## config.mk

```make
export PLATFORM = sky130hd
export DESIGN_NAME = menu_selector
export DESIGN_NICKNAME = d
export VERILOG_FILES = /design/src/rtl/vga_pkg.sv /design/src/rtl/menu_label_rom.sv /design/src/rtl/menu_selector.sv
export SDC_FILE = /design/constraint.sdc
export NUM_CORES = 1
export LEC_CHECK = 0
export BUFFER_PORTS_ARGS = -buffer_cell sky130_fd_sc_hd__buf_4
export CORE_MARGIN = 8
export CORE_UTILIZATION = 30
export CTS_BUF_LIST = sky130_fd_sc_hd__clkbuf_16
export CTS_CLUSTER_SIZE = 10
export DETAILED_ROUTE_END_ITERATION = 12
export GPL_TIMING_DRIVEN = 1
export PLACE_DENSITY = 0.52
export SYNTH_ARGS = -nofsm -noshare
export SYNTH_HDL_FRONTEND = slang
export SYNTH_SLANG_ARGS = --single-unit
export TNS_END_PERCENT = 1
```

## constraint.sdc

```tcl
create_clock -name clk -period 5.1 [get_ports clk]
set_input_delay 0.51 -clock clk [delete_from_list [all_inputs] [get_ports clk]]
set_output_delay 0.51 -clock clk [all_outputs]
set_load 0.01 [all_outputs]
```

## src/rtl/vga_pkg.sv

```systemverilog
// Shared definitions for the text-mode menu: character codes of the glyph ROM,
// the menu FSM state type and a helper that maps a menu row to its number glyph.
// Letter, digit and space codes follow ASCII so label text reads naturally.
package vga_pkg;

  typedef enum logic [0:0] {
    StBrowse = 1'b0,
    StHold   = 1'b1
  } menu_state_e;

  localparam logic [6:0] SPACE  = 7'h20;
  localparam logic [6:0] NKL    = 7'h5B;  // '[' left bracket around the row number
  localparam logic [6:0] NKR    = 7'h5D;  // ']' right bracket around the row number
  localparam logic [6:0] CURSOR = 7'h3E;  // '>' cursor glyph

  localparam logic [6:0] C_0 = 7'h30;
  localparam logic [6:0] C_1 = 7'h31;
  localparam logic [6:0] C_2 = 7'h32;
  localparam logic [6:0] C_3 = 7'h33;
  localparam logic [6:0] C_4 = 7'h34;
  localparam logic [6:0] C_5 = 7'h35;
  localparam logic [6:0] C_6 = 7'h36;
  localparam logic [6:0] C_7 = 7'h37;
  localparam logic [6:0] C_8 = 7'h38;
  localparam logic [6:0] C_9 = 7'h39;

  localparam logic [6:0] CH_A = 7'h41;
  localparam logic [6:0] CH_B = 7'h42;
  localparam logic [6:0] CH_E = 7'h45;
  localparam logic [6:0] CH_F = 7'h46;
  localparam logic [6:0] CH_G = 7'h47;
  localparam logic [6:0] CH_I = 7'h49;
  localparam logic [6:0] CH_J = 7'h4A;
  localparam logic [6:0] CH_L = 7'h4C;
  localparam logic [6:0] CH_N = 7'h4E;
  localparam logic [6:0] CH_O = 7'h4F;
  localparam logic [6:0] CH_R = 7'h52;
  localparam logic [6:0] CH_S = 7'h53;
  localparam logic [6:0] CH_T = 7'h54;
  localparam logic [6:0] CH_U = 7'h55;
  localparam logic [6:0] CH_W = 7'h57;
  localparam logic [6:0] CH_Z = 7'h5A;

  // Number glyph shown for row r is r+1; rows past 9 continue hex-style with letters.
  function automatic logic [6:0] row_digit(input logic [3:0] row);
    if (row < 4'd9) begin
      return C_1 + {3'b000, row};
    end
    return CH_A + {3'b000, row - 4'd9};
  endfunction

endpackage

```

## src/rtl/menu_label_rom.sv

```systemverilog
// Combinational label text table for the menu.
//   row_i  : menu row being fetched
//   col_i  : screen column; labels start at column 4
//   code_o : character code, SPACE outside the label text
module menu_label_rom
  import vga_pkg::*;
(
  input  logic [3:0] row_i,
  input  logic [3:0] col_i,
  output logic [6:0] code_o
);

  always_comb begin
    code_o = SPACE;
    case (row_i)
      4'd0: begin // GRAJ
        case (col_i)
          4'd4:    code_o = CH_G;
          4'd5:    code_o = CH_R;
          4'd6:    code_o = CH_A;
          4'd7:    code_o = CH_J;
          default: code_o = SPACE;
        endcase
      end
      4'd1: begin // FABULA
        case (col_i)
          4'd4:    code_o = CH_F;
          4'd5:    code_o = CH_A;
          4'd6:    code_o = CH_B;
          4'd7:    code_o = CH_U;
          4'd8:    code_o = CH_L;
          4'd9:    code_o = CH_A;
          default: code_o = SPACE;
        endcase
      end
      4'd2: begin // O GRZE
        case (col_i)
          4'd4:    code_o = CH_O;
          4'd5:    code_o = SPACE;
          4'd6:    code_o = CH_G;
          4'd7:    code_o = CH_R;
          4'd8:    code_o = CH_Z;
          4'd9:    code_o = CH_E;
          default: code_o = SPACE;
        endcase
      end
      4'd3: begin // STEROWANIE
        case (col_i)
          4'd4:    code_o = CH_S;
          4'd5:    code_o = CH_T;
          4'd6:    code_o = CH_E;
          4'd7:    code_o = CH_R;
          4'd8:    code_o = CH_O;
          4'd9:    code_o = CH_W;
          4'd10:   code_o = CH_A;
          4'd11:   code_o = CH_N;
          4'd12:   code_o = CH_I;
          4'd13:   code_o = CH_E;
          default: code_o = SPACE;
        endcase
      end
      default: code_o = SPACE;
    endcase
  end

endmodule

```

## src/rtl/menu_selector.sv

```systemverilog
// Text-mode menu: cursor navigation with one action per key press, confirmation pulse,
// blinking highlight of the selected row and a registered glyph lookup for the renderer.
//   clk, rst          : clock and synchronous active-high reset
//   key_up/down/enter : debounced key levels
//   frame_tick        : one-cycle pulse per video frame, drives the blink
//   char_xy           : [7:4] row, [3:0] column of the glyph being fetched
//   char_code/char_hl : glyph code and highlight for char_xy, one cycle later
//   sel_idx           : cursor row
//   choice            : last confirmed row, choice_valid pulses once on confirm
module menu_selector
  import vga_pkg::*;
#(
  parameter int unsigned N_ITEMS      = 4,
  parameter int unsigned COLS         = 16,
  parameter int unsigned BLINK_FRAMES = 16
) (
  input  logic       clk,
  input  logic       rst,
  input  logic       key_up,
  input  logic       key_down,
  input  logic       key_enter,
  input  logic       frame_tick,
  input  logic [7:0] char_xy,
  output logic [6:0] char_code,
  output logic       char_hl,
  output logic [3:0] sel_idx,
  output logic [3:0] choice,
  output logic       choice_valid
);

  localparam int unsigned BlinkW  = (BLINK_FRAMES > 1) ? $clog2(BLINK_FRAMES) : 1;
  localparam logic [BlinkW-1:0] BlinkMax = BlinkW'(BLINK_FRAMES - 1);
  localparam logic [3:0] LastItem = 4'(N_ITEMS - 1);
  localparam logic [4:0] ItemsW   = 5'(N_ITEMS);
  localparam logic [4:0] ColsW    = 5'(COLS);

  menu_state_e       state_q, state_d;
  logic [3:0]        sel_q, sel_d;
  logic [3:0]        choice_q, choice_d;
  logic              valid_q, valid_d;
  logic [BlinkW-1:0] blink_cnt_q, blink_cnt_d;
  logic              blink_on_q, blink_on_d;
  logic [6:0]        code_q, code_d;
  logic              hl_q, hl_d;

  logic any_key;
  assign any_key = key_up | key_down | key_enter;

  // Navigation FSM: BROWSE acts on a key, HOLD waits until every key is released.
  always_comb begin
    state_d  = state_q;
    sel_d    = sel_q;
    choice_d = choice_q;
    valid_d  = 1'b0;
    case (state_q)
      StBrowse: begin
        if (key_enter) begin
          choice_d = sel_q;
          valid_d  = 1'b1;
          state_d  = StHold;
        end else if (key_up && !key_down) begin
          sel_d   = (sel_q == 4'd0) ? LastItem : sel_q - 4'd1;
          state_d = StHold;
        end else if (key_down && !key_up) begin
          sel_d   = (sel_q == LastItem) ? 4'd0 : sel_q + 4'd1;
          state_d = StHold;
        end
      end
      StHold: begin
        if (!any_key) begin
          state_d = StBrowse;
        end
      end
      default: state_d = StBrowse;
    endcase
  end

  // Blink: a cursor move restarts the phase lit, otherwise frames advance the counter.
  always_comb begin
    blink_cnt_d = blink_cnt_q;
    blink_on_d  = blink_on_q;
    if (sel_d != sel_q) begin
      blink_cnt_d = '0;
      blink_on_d  = 1'b1;
    end else if (frame_tick) begin
      if (blink_cnt_q == BlinkMax) begin
        blink_cnt_d = '0;
        blink_on_d  = ~blink_on_q;
      end else begin
        blink_cnt_d = blink_cnt_q + 1'b1;
      end
    end
  end

  // Glyph lookup
  logic [3:0] row, col;
  logic [6:0] label_code;
  logic       in_range, is_sel;

  assign row = char_xy[7:4];
  assign col = char_xy[3:0];

  menu_label_rom u_label_rom (
    .row_i  (row),
    .col_i  (col),
    .code_o (label_code)
  );

  always_comb begin
    in_range = ({1'b0, row} < ItemsW) && ({1'b0, col} < ColsW);
    is_sel   = (row == sel_q);
    code_d   = SPACE;
    hl_d     = 1'b0;
    if (in_range) begin
      hl_d = is_sel & blink_on_q;
      case (col)
        4'd0:    code_d = NKL;
        4'd1:    code_d = row_digit(row);
        4'd2:    code_d = NKR;
        4'd3:    code_d = is_sel ? CURSOR : SPACE;
        default: code_d = label_code;
      endcase
    end
  end

  always_ff @(posedge clk) begin
    if (rst) begin
      state_q     <= StBrowse;
      sel_q       <= 4'd0;
      choice_q    <= 4'd0;
      valid_q     <= 1'b0;
      blink_cnt_q <= '0;
      blink_on_q  <= 1'b1;
      code_q      <= SPACE;
      hl_q        <= 1'b0;
    end else begin
      state_q     <= state_d;
      sel_q       <= sel_d;
      choice_q    <= choice_d;
      valid_q     <= valid_d;
      blink_cnt_q <= blink_cnt_d;
      blink_on_q  <= blink_on_d;
      code_q      <= code_d;
      hl_q        <= hl_d;
    end
  end

  assign char_code    = code_q;
  assign char_hl      = hl_q;
  assign sel_idx      = sel_q;
  assign choice       = choice_q;
  assign choice_valid = valid_q;

endmodule

```

# Word level (Yosys, flattened, before mapping)
# Memory sizes are Yosys's and may differ from the RTL's.
# Index checks and enable logic that the tools add are counted.
[word_totals]
ff_bits = 23
rom_bits = 112
in_bits = 14
out_inout_bits = 17
wordCells = 76
mem_count = 1
[memory_table]
columns = ["name", "words", "word_bits", "read_ports", "rd_ports_with_merged_regs", "wr", "line", "rtl"]
rows = [
  ["(no name shown)", 16, 7, 1, 0, 0, "menu_label_rom.sv:48", "case (col_i)"],
]
[classes]
add_sub_neg = 6
magnitude_cmp = 2
n_eq_ne = 16
n_mux = 24
bitwise = 6
reduce_logical = 13
[ops]
columns = ["cell", "count"]
rows = [
  ["case mux 7 bit (4 select lines)", 3],
  ["case mux 7 bit (5 select lines)", 2],
  ["two-way mux 4 bit", 7],
  ["equality test 4 x 2 -> 1 bit (second input constant)", 5],
  ["equality test 4 x 3 -> 1 bit (second input constant)", 4],
  ["two-way mux 7 bit", 2],
  ["equality test 4 bit (second input constant)", 3],
  ["logical NOT 4 bit", 3],
  ["adder 4 x 1 -> 4 bit (second input constant)", 2],
  ["equality test 4 x 1 -> 1 bit (second input constant)", 2],
  ["two-way mux 1 bit", 8],
  ["OR reduction 2 bit", 4],
  ["adder 6 x 4 -> 7 bit (first input constant)", 1],
  ["adder 7 x 4 -> 7 bit (first input constant)", 1],
  ["two-way mux 5 bit", 1],
  ["equality test 4 bit", 1],
  ["less-than comparator 4 x 3 -> 1 bit (second input constant)", 1],
  ["less-than comparator 4 bit (second input constant)", 1],
  ["!= test 4 bit", 1],
  ["AND reduction 2 bit", 2],
  ["subtractor 4 x 1 -> 4 bit (second input constant)", 1],
  ["subtractor 4 bit (second input constant)", 1],
  ["NOT 1 bit", 3],
  ["logical AND 1 bit", 2],
  ["other kinds (4)", 6],
]

# Longest topological paths before layout
# Gate-level depths: netlist (run 1).
[logic_depth]
depth_word = 8
mapped_depth = 8
mapped_depth_nobuf = 7

# Hierarchy
# A second synthesis (run 1) with hierarchy kept.
[hier_totals]
hier_cells = 230
hier_area_um2 = 1885.6
[modules_own_cells]
columns = ["module", "n_inst", "cells_per_inst", "area_per_inst_um2", "seq_area_each_um2"]
rows = [
  ["menu_selector", 1, 154, 1376.3, 460.4],
  ["menu_label_rom", 1, 76, 509.2, 0.0],
]

# Worst setup path before layout (run 1)
# OpenSTA, ideal clock, no wires.
[synth_timing]
path_type = "input to register"
start = "input port char_xy[0]"
end = "register code_q[5] (netlist: char_code[5])"
setup_time_ns = 0.129
t_arrival_ns = 1.822
required_time_ns = 4.971
setup_slack_ns = 3.149
path_stages = 8
n_path_buf = 1
path_cell_list = "inv_1 > ha_1 > clkbuf_1 > or4_4 > a21boi_0 > a311o_1 > nor4_1 > a31oi_1"
[synth_between]
elab_chain_cells = 5
elab_cells_between_ends = 17
classes_between = "eq/ne: 9; mux: 5; reduce/logical: 2; memory: 1"
[synth_rtl]
columns = ["item", "line", "rtl"]
rows = [
  ["start: declaration", "menu_selector.sv:23", "input logic [7:0] char_xy,"],
  ["equality test 4 x 3 -> 1 bit or equality test 4 bit (tied branches)", "menu_label_rom.sv:17, menu_label_rom.sv:26, menu_label_rom.sv:37", ""],
  ["OR reduction 2 bit (no line)", "--", ""],
  ["case mux 7 bit (5 select lines)", "menu_label_rom.sv:26", "case (col_i)"],
  ["case mux 7 bit (4 select lines)", "menu_label_rom.sv:15", "case (row_i)"],
  ["case mux 7 bit (4 select lines) *", "menu_selector.sv:116", "case (col)"],
  ["end signal: assignment", "menu_selector.sv:143", "code_q <= code_d;"],
  ["end: declaration", "menu_selector.sv:43", "logic [6:0] code_q, code_d;"],
]
# Every way passes the cells marked *; elsewhere a longest branch is shown, timed or not.
# A chain may end at the register's enable or synchronous reset.

# Final worst setup path (run 1)
[layout_timing]
start = "register sel_q[0] (netlist: sel_idx[0])"
end = "register blink_cnt_q[3]"
[layout_between]
elab_chain_cells = 8
elab_cells_between_ends = 12
classes_between = "add/sub: 2; eq/ne: 2; mux: 6; reduce/logical: 2"
[layout_rtl]
columns = ["item", "line", "rtl"]
rows = [
  ["start: declaration", "menu_selector.sv:38", "logic [3:0] sel_q, sel_d;"],
  ["start signal: assignment", "menu_selector.sv:138", "sel_q <= sel_d;"],
  ["adder 4 x 1 -> 4 bit or equality test 4 x 2 -> 1 bit (tied branches)", "menu_selector.sv:65", "sel_d = (sel_q == LastItem) ? 4'd0 : sel_q + 4'd1;"],
  ["two-way mux 4 bit", "menu_selector.sv:65", ""],
  ["two-way mux 4 bit", "menu_selector.sv:64", "end else if (key_down && !key_up) begin"],
  ["two-way mux 4 bit", "menu_selector.sv:61", "end else if (key_up && !key_down) begin"],
  ["two-way mux 4 bit", "menu_selector.sv:57", "if (key_enter) begin"],
  ["two-way mux 4 bit", "menu_selector.sv:55", "case (state_q)"],
  ["!= test 4 bit *", "menu_selector.sv:82", "if (sel_d != sel_q) begin"],
  ["OR reduction 2 bit (no line) *", "--", ""],
  ["end signal: assignment", "menu_selector.sv:141", "blink_cnt_q <= blink_cnt_d;"],
  ["end: declaration", "menu_selector.sv:41", "logic [BlinkW-1:0] blink_cnt_q, blink_cnt_d;"],
]
# Marks and branches as above.

==> run_results.csv, run 1 <==
group,metric,value,unit
sta,rsz0062_at_grt,"false",
worst_setup_path,end_kind,"register",
die,ioPinCount,31,
clock_tree,clk_pin_slew,0.06,ns
synthesis,synth_edf_count,0,
global_route,gr-total-overflow,0,
worst_setup_path,worst_ep_arrival_time,2.19,ns
synthesis,synth.avg_cell_area,7.50,um2
global_route,grt_util_all_layers,0.117,
synthesis,synth-async-reset-ratio,0,
power_and_ir_drop,p_leak,0.894,nW
worst_setup_path,path_max_fanout,9,
worst_setup_path,crit_top_cell,"xnor2_1",
sta,period_share,0.405,
sta,setup_viol,0,
die,core_area,5890,um2
drt,drt_wl_total,4.96,mm
synthesis,synthCells,243,
synthesis,ys.flop_type,"dfxtp_1",
clock_tree,h-tree-depth,1,
worst_setup_path,timing.rr.start,"sel_idx[0]",
clock_tree,root_buffer,"clkbuf_16",
global_route,grt_pass1_vias,1751,
worst_setup_path,slowest_delay,0.52,ns
sta,finalSetupTns,0,ns
drt,drcViolationCount,0,
layout,final_core_util,0.365,
drt,wl_per_cell,14.7,um
layout,fillers,650,
synthesis,netlist_area,1820,um2
worst_setup_path,crit_family,"flip-flops",
drt,avgViaCountPerCell,5.37,
sta,maxSlewViolCount,0,
die,die_h,94.0,um
global_route,antenna_found_initial,0,
layout,n_antenna_cell,0,
layout,area_growth_syn_to_layout,17.8,%
layout,layout.nets,293,
drt,num_vias,1809,
place,port_buffers,30,
run,drv_cap,0,
power_and_ir_drop,p_total,0.471,mW
global_route,grt_pass1_wl,8.61,mm
clock_tree,clk_latency,0.25,ns
synthesis,yosys_warnings,0,
die,std_cell_rows,28,
synthesis,ys_seq_area_frac,0.253,
clock_tree,numCtsBuffers,3,
worst_setup_path,setup.worst_path.start,"sel_idx[0]",
synthesis,ys_types,47,
clock_tree,numClockSinks,23,
worst_setup_path,cp_cell_sequence,"inv_1 > ha_1 > xnor2_1 > xnor2_1 > nor4_1 > o21bai_1 > nor3_1",
drt,first_pass_iters,4,
synthesis,synth_area_leader_cell,"dfxtp_1",
synthesis,ys_ff_latch,23,
synthesis,synth_nets,273,
worst_setup_path,critPathKind,"register to register",
clock_tree,post_cts_resized,0,
sta,final_hold_viol_count,0,
worst_hold_path,hp-class,"register to register",
worst_setup_path,start_kind,"register",
power_and_ir_drop,cellPowerDensity,219,nW/um2
clock_tree,cts_hold_buf,0,
synthesis,synth_top_area_share,0.253,
sta,min_period,2.07,ns
clock_tree,post-cts-setup-buffers,0,
place,gp_routability_congestion,0.861,
sta,holdWs,0.494,ns
worst_setup_path,worst-endpoint-required,5.23,ns
place,dp_hpwl,3.76,mm
die,initial_utilization,0.310,
drt,drt_iter0_markers,155,
synthesis,yosys-top-cells-area,"dfxtp_1 (25%), ha_1 (11%), a21oi_1 (6.0%)",
drt,antenna_left,0,
layout,layout-drive-gt1-share,0.141,
global_route,grt_max_degree,16,
worst_setup_path,critPathBufInv,1,
die,die_w,94.0,um
run_status,status,"completed",
power_and_ir_drop,peakVddDrop,0.119,mV
clock_tree,cts_buffer_depth,2,
sta,maxSlewHeadroom,0.578,
worst_hold_path,min_from,"choice[1]",
die,die_area,8830,um2
sta,clock_skew,0.00610,ns
worst_setup_path,critical_path.slowest_cell,"dfxtp_1",
sta,fmax,0.484,GHz
sta,worst_slew_pin_slew,0.630,ns
clock_tree,cts_tree,"done",
metal layers:
layer | vias to the layer above | wire length (um) | GRT usage
met2 | 43 | 2240 | 0.181
met3 | 4 | 258 | 0.0280
met1 | 849 | 2410 | 0.160
li1 | 913 | - | -
met4 | 0 | 46 | 0.0211
met5 | - | 0 | 0
path summary, 6_finish.rpt:
check | end | cells past startpoint | slack (ns)
max | blink_cnt_q[3] | 7 | 3.03
min | choice[1] | 2 | 0.49
max reg2reg | blink_cnt_q[3] | 7 | 3.03
min reg2reg | choice[1] | 2 | 0.49
per-stage QoR:
step	cell area [um2]	worst slack [ns]	instances
final	2150	3.03	337
after global placement	2070	2.82	333
after floorplan	1820	3.15	243
after CTS	2150	3.03	337
after detailed placement	2070	2.78	333
after global routing	2150	2.80	337
cell type report:
class / count / area, um2 / area share
clock buffer: 3 / 75.1 / 0.0349
timing repair buffer: 30 / 225 / 0.105
sequential: 23 / 460 / 0.214
tap: 75 / 93.8 / 0.0437
inverter: 14 / 52.6 / 0.0245
multi-input combinational: 191 / 1240 / 0.575
clock inverter: 1 / 5.00 / 0.00233
cell families after synthesis:
kind of cell,count (synthesis),share of synthesized area
compound gates,72,0.251
flops,23,0.253
xor+xnor,9,0.0432
mux,6,0.0336
fa+ha+maj,16,0.110
simple gates,88,0.241
buf+inv,29,0.0693
state kept, by name, summed over array words and instances, names as in the netlist:
register,count
blink_on_q,1
choice,4
char_hl,1
choice_valid,1
state_q,1
char_code,7
sel_idx,4
blink_cnt_q,4
power breakdown:
part / total [mW] / internal (mW) / switching [mW]
Sequential: 0.193 / 0.186 / 0.00749
Clock: 0.168 / 0.105 / 0.0622
Combinational: 0.111 / 0.0465 / 0.0640
Yosys cell counts, drive strengths merged, types with 2 or more instances:
cell type and number:
a211oi 3, a21boi 3, a21oi 22, a22o 2
a22oi 2, a31oi 6, a41oi 3, and3 4
buf 4, clkbuf 11, dfxtp 23, ha 16
inv 14, mux2i 5, nand2 20, nand2b 3
nand3 3, nand4 2, nor2 29, nor2b 5
nor3 4, nor4 7, o21ai 17, o31ai 3
or3 5, xnor2 3, xor2 6
worst register-to-register path, delay by kind of cell, from the launching register on:
kind            cells  cell delay (ns)
fa+ha+maj           1             0.36
flops               1             0.52
simple gates        2             0.17
xor+xnor            2             0.34
buf+inv             1             0.16
compound gates      1             0.39
placed cells by master, fill, tap and decap left out, types with 2 or more instances in the layout:
cell type and count:
nand2b_1 3, nor4_1 7, or3_1 4, and3_1 4
o21ai_0 17, a41oi_1 3, nor2_1 29, a22o_1 2
xnor2_1 3, buf_4 30, xor2_1 6, a21boi_0 3
a211oi_1 3, ha_1 16, mux2i_1 5, a31oi_1 6
nor2b_1 5, a21oi_1 22, o31ai_1 3, inv_1 14
nand3_1 3, dfxtp_1 23, nand4_1 2, a22oi_1 2
nand2_1 20, clkbuf_16 3, nor3_1 4
(Power assumes the default switching activity.)
==> inputs of run 2 (changes only) <==
==> constraint.sdc (replaced) <==
create_clock -name clk -period 2.1 [get_ports clk]
set_input_delay 0.21 -clock clk [delete_from_list [all_inputs] [get_ports clk]]
set_output_delay 0.21 -clock clk [all_outputs]
set_load 0.01 [all_outputs]
==> run_results.csv, run 2 (synthesis results as in run 1) <==
group,metric,value,unit
clock_tree,clk_pin_slew,0.06,ns
worst_setup_path,path_max_fanout,5,
place,port_buffers,30,
global_route,antenna_found_initial,0,
sta,rsz0062_at_grt,"false",
drt,drt_iter0_markers,168,
sta,min_period,1.81,ns
worst_setup_path,end_kind,"register",
sta,finalSetupTns,0,ns
clock_tree,clk_latency,0.25,ns
sta,period_share,0.861,
clock_tree,post-cts-setup-buffers,0,
power_and_ir_drop,cellPowerDensity,521,nW/um2
die,core_area,5890,um2
layout,layout_common_cells,"buf_4 (41), nor2_1 (29), dfxtp_1 (23)",
clock_tree,post_cts_resized,0,
sta,maxSlewHeadroom,0.662,
layout,n_antenna_cell,0,
sta,worst_slew_pin_slew,0.506,ns
sta,fmax,0.553,GHz
place,gp_routability_congestion,0.879,
die,initial_utilization,0.310,
run,drv_cap,0,
die,ioPinCount,31,
die,die_h,94.0,um
layout,final_common_cell,"buf_4",
sta,maxSlewViolCount,0,
place,dp_hpwl,3.84,mm
global_route,gr-total-overflow,0,
sta,holdWs,0.199,ns
drt,antenna_left,0,
sta,final_hold_viol_count,0,
sta,clock_skew,0.00364,ns
clock_tree,numClockSinks,23,
sta,setup_viol,0,
global_route,grt_pass1_vias,1798,
layout,largest_reg_flops,7,
drt,first_pass_iters,4,
worst_hold_path,hp-class,"primary input to register",
power_and_ir_drop,p_leak,0.957,nW
die,die_area,8830,um2
clock_tree,numCtsBuffers,3,
die,std_cell_rows,28,
clock_tree,h-tree-depth,1,
drt,num_vias,1837,
global_route,grt_pass1_wl,8.45,mm
layout,area_growth_syn_to_layout,23.5,%
clock_tree,cts_tree,"done",
worst_setup_path,start_kind,"register",
worst_setup_path,worst_ep_arrival_time,1.96,ns
clock_tree,cts_hold_buf,0,
power_and_ir_drop,p_total,1.17,mW
die,die_w,94.0,um
worst_setup_path,worst-endpoint-required,2.25,ns
drt,avgViaCountPerCell,5.26,
layout,layout-drive-gt1-share,0.179,
drt,drcViolationCount,0,
global_route,grt_util_all_layers,0.115,
drt,drt_wl_total,4.92,mm
global_route,grt_max_degree,16,
clock_tree,cts_buffer_depth,2,
run_status,status,"completed",
power_and_ir_drop,peakVddDrop,0.318,mV
drt,wl_per_cell,14.1,um
layout,design_area,2250,um2
clock_tree,root_buffer,"clkbuf_16",
layout,layout.nets,305,
worst_setup_path,critPathKind,"register to register",
place,dpl_cell_area,2170,um2
run 2: cell types whose count changed in the layout (fill, tap and decap cells not counted), sizes merged:
cell  previous run  this run
buf             30        42
run 2: layout make-up:
| type | instances | area (um2) |
|---|---|---|
| Multi-Input combinational cell | 191 | 1240 |
| Tap cell | 75 | 93.8 |
| Clock buffer | 3 | 75.1 |
| Sequential cell | 23 | 460 |
| Fill cell | 632 | 3630 |
| Timing Repair Buffer | 42 | 328 |
| Inverter | 14 | 52.6 |
| Clock inverter | 1 | 5.00 |
run 2: worst max-delay path, stage by stage, from the launching register on:
cell and delay, ns:
dfxtp_1 0.40, buf_4 0.17, ha_1 0.13, nor2b_1 0.26, a21oi_1 0.11, nor4_1 0.25, o21bai_1 0.19, nand2b_1 0.20
run 2: worst paths after layout:
check	start	endpoint	slack [ns]	depth (start not counted)
worst max-delay path	sel_idx[0]	blink_on_q	0.29	7
worst min-delay path	key_enter	state_q	0.20	3
worst max register to register	sel_idx[0]	blink_on_q	0.29	7
worst min register to register	choice[0]	choice[0]	0.50	2
run 2: routing by layer:
metal	share of wire	wire length, um	up-vias	global-route usage
met5	0	0	-	0
met4	0.019	95	0	0.0317
met3	0.072	354	12	0.0264
met2	0.43	2130	68	0.174
met1	0.48	2350	820	0.158
li1	-	-	937	-
run 2: report_power, final:
part,switching [mW],internal (mW),leakage (nW)
Sequential,0.0142,0.451,0.187
Combinational,0.161,0.130,0.730
Clock,0.160,0.256,0.0409
run 2: through the flow:
stage | std cells | util | setup slack (ns)
finish | 349 | 0.382 | 0.291
global route | 349 | 0.382 | 0.105
CTS | 349 | 0.382 | 0.251
detailed placement | 345 | 0.369 | 0.173
global placement | 345 | 0.369 | 0.175
floorplan | 243 | - | 0.217
==> inputs of run 3 (changes only) <==
--- a/config.mk
+++ b/config.mk
@@ -7,12 +7,12 @@
 export LEC_CHECK = 0
 export BUFFER_PORTS_ARGS = -buffer_cell sky130_fd_sc_hd__buf_4
 export CORE_MARGIN = 8
-export CORE_UTILIZATION = 30
+export CORE_UTILIZATION = 38
 export CTS_BUF_LIST = sky130_fd_sc_hd__clkbuf_16
 export CTS_CLUSTER_SIZE = 10
 export DETAILED_ROUTE_END_ITERATION = 12
 export GPL_TIMING_DRIVEN = 1
-export PLACE_DENSITY = 0.52
+export PLACE_DENSITY = 0.62
 export SYNTH_ARGS = -nofsm -noshare
 export SYNTH_HDL_FRONTEND = slang
 export SYNTH_SLANG_ARGS = --single-unit
==> constraint.sdc (replaced) <==
create_clock -name clk -period 2.1 [get_ports clk]
set_input_delay 0.21 -clock clk [delete_from_list [all_inputs] [get_ports clk]]
set_output_delay 0.21 -clock clk [all_outputs]
set_load 0.1 [all_outputs]
==> run_results.csv, run 3 (synthesis results as in run 1) <==
group,metric,value,unit
layout,layout_common_cells,"buf_4 (35), nor2_1 (29), a21oi_1 (22)",
power_and_ir_drop,p_leak,0.920,nW
worst_setup_path,worst_ep_arrival_time,1.94,ns
sta,maxSlewViolCount,0,
sta,maxSlewHeadroom,0.668,
place,port_buffers,30,
die,die_h,85.3,um
global_route,grt_util_all_layers,0.133,
worst_hold_path,hp-class,"primary input to register",
layout,design_area,2170,um2
worst_setup_path,timing.rr.start,"sel_idx[0]",
sta,final_hold_viol_count,0,
worst_setup_path,end_kind,"register",
worst_hold_path,min_from,"key_enter",
place,gp_routability_congestion,0.959,
worst_hold_path,hold_path_depth,3,
clock_tree,post-cts-setup-buffers,0,
layout,layout.nets,298,
clock_tree,cts_tree,"done",
clock_tree,cts_buffer_depth,2,
worst_hold_path,holdPathEnd,"state_q",
die,core_area,4660,um2
sta,worst_slew_pin_slew,0.497,ns
drt,drt_wl_total,4.78,mm
worst_setup_path,start_kind,"register",
die,die_area,7270,um2
sta,finalSetupTns,0,ns
sta,fmax,0.550,GHz
drt,wl_per_cell,14.9,um
power_and_ir_drop,peakVddDrop,0.391,mV
global_route,antenna_found_initial,0,
place,dpl_cell_area,2090,um2
sta,rsz0062_at_grt,"false",
global_route,grt_pass1_wl,7.94,mm
clock_tree,root_buffer,"clkbuf_16",
drt,drcViolationCount,0,
clock_tree,clk_pin_slew,0.06,ns
die,ioPinCount,31,
layout,largest_reg_flops,7,
sta,period_share,0.865,
run,drv_cap,0,
drt,antenna_left,0,
power_and_ir_drop,p_total,1.22,mW
layout,final_common_cell,"buf_4",
drt,num_vias,1817,
sta,clock_skew,0.00253,ns
drt,first_pass_iters,4,
drt,avgViaCountPerCell,5.66,
clock_tree,h-tree-depth,1,
drt,drt_iter0_markers,143,
clock_tree,clk_latency,0.25,ns
global_route,grt_max_degree,16,
sta,min_period,1.82,ns
clock_tree,cts_hold_buf,0,
global_route,gr-total-overflow,0,
layout,regArea,467,um2
die,std_cell_rows,25,
layout,area_growth_syn_to_layout,18.8,%
clock_tree,post_cts_resized,0,
global_route,grt_pass1_vias,1672,
clock_tree,numClockSinks,23,
worst_setup_path,r2r_end,"blink_cnt_q[3]",
place,dp_hpwl,3.67,mm
layout,multiInputGateArea,1240,um2
worst_setup_path,critPathKind,"register to register",
die,die_w,85.3,um
worst_setup_path,path_max_fanout,9,
worst_setup_path,ff2ff_path_depth,7,
layout,layout-drive-gt1-share,0.169,
worst_setup_path,rrSetupSlack,0.28,ns
sta,setup_viol,0,
layout,n_antenna_cell,0,
die,initial_utilization,0.391,
run_status,status,"completed",
clock_tree,numCtsBuffers,3,
layout,fillers,471,
power_and_ir_drop,cellPowerDensity,561,nW/um2
worst_setup_path,worst-endpoint-required,2.23,ns
==> run 3: power breakdown <==
part	switching (mW)	internal [mW]	total, mW	leakage [nW]
Sequential	0.0175	0.451	0.469	0.189
Combinational	0.223	0.119	0.342	0.690
Clock	0.149	0.256	0.405	0.0409
Total	0.390	0.826	1.22	0.920
==> run 3: how the worst max path moves through the flow <==
stage,start,endpoint,slack (ns),cells after the start
finish,sel_idx[0],blink_cnt_q[3],0.28,7
CTS,sel_idx[0],blink_cnt_q[3],0.27,7
floorplan,sel_idx[0],blink_cnt_q[3],-0.003,7
global route,sel_idx[0],blink_cnt_q[3],0.11,7
global placement,char_xy[0],char_code[0],0.17,8
detailed placement,char_xy[0],char_code[5],0.13,8
==> run 3: per-stage QoR <==
| stage | hold slack (ns) | setup WS (ns) | instances | utilization |
|---|---|---|---|---|
| 2_1_floorplan | 0.331 | -0.00289 | 243 | - |
| 3_3_place_gp | 0.453 | 0.172 | 317 | 0.448 |
| 3_5_place_dp | 0.465 | 0.128 | 317 | 0.448 |
| 4_1_cts | 0.200 | 0.266 | 321 | 0.465 |
| 5_1_grt | 0.227 | 0.111 | 321 | 0.465 |
| 6_report | 0.203 | 0.283 | 321 | 0.465 |
==> run 3: final cells by class <==
| class | instances | share of cell area |
|---|---|---|
| Clock buffer | 3 | 0.0347 |
| Clock inverter | 1 | 0.00231 |
| Inverter | 14 | 0.0243 |
| Multi-Input combinational cell | 191 | 0.571 |
| Sequential cell | 23 | 0.215 |
| Tap cell | 54 | 0.0312 |
| Timing Repair Buffer | 35 | 0.121 |
==> run 3: worst max-delay path: stages (launching register included) <==
cell and delay, ns:
dfxtp_2 0.41, inv_1 0.11, ha_1 0.35, xnor2_1 0.19, xnor2_1 0.13, nor4_1 0.06
o21bai_1 0.33, nor3_1 0.11
==> run 3: layer usage <==
metal / vias to the layer above / routed length (um) / track usage
met5: - / 0 / 0
met4: 0 / 82 / 0.0462
met3: 8 / 298 / 0.0396
met2: 58 / 2000 / 0.195
met1: 827 / 2410 / 0.177
li1: 924 / - / -
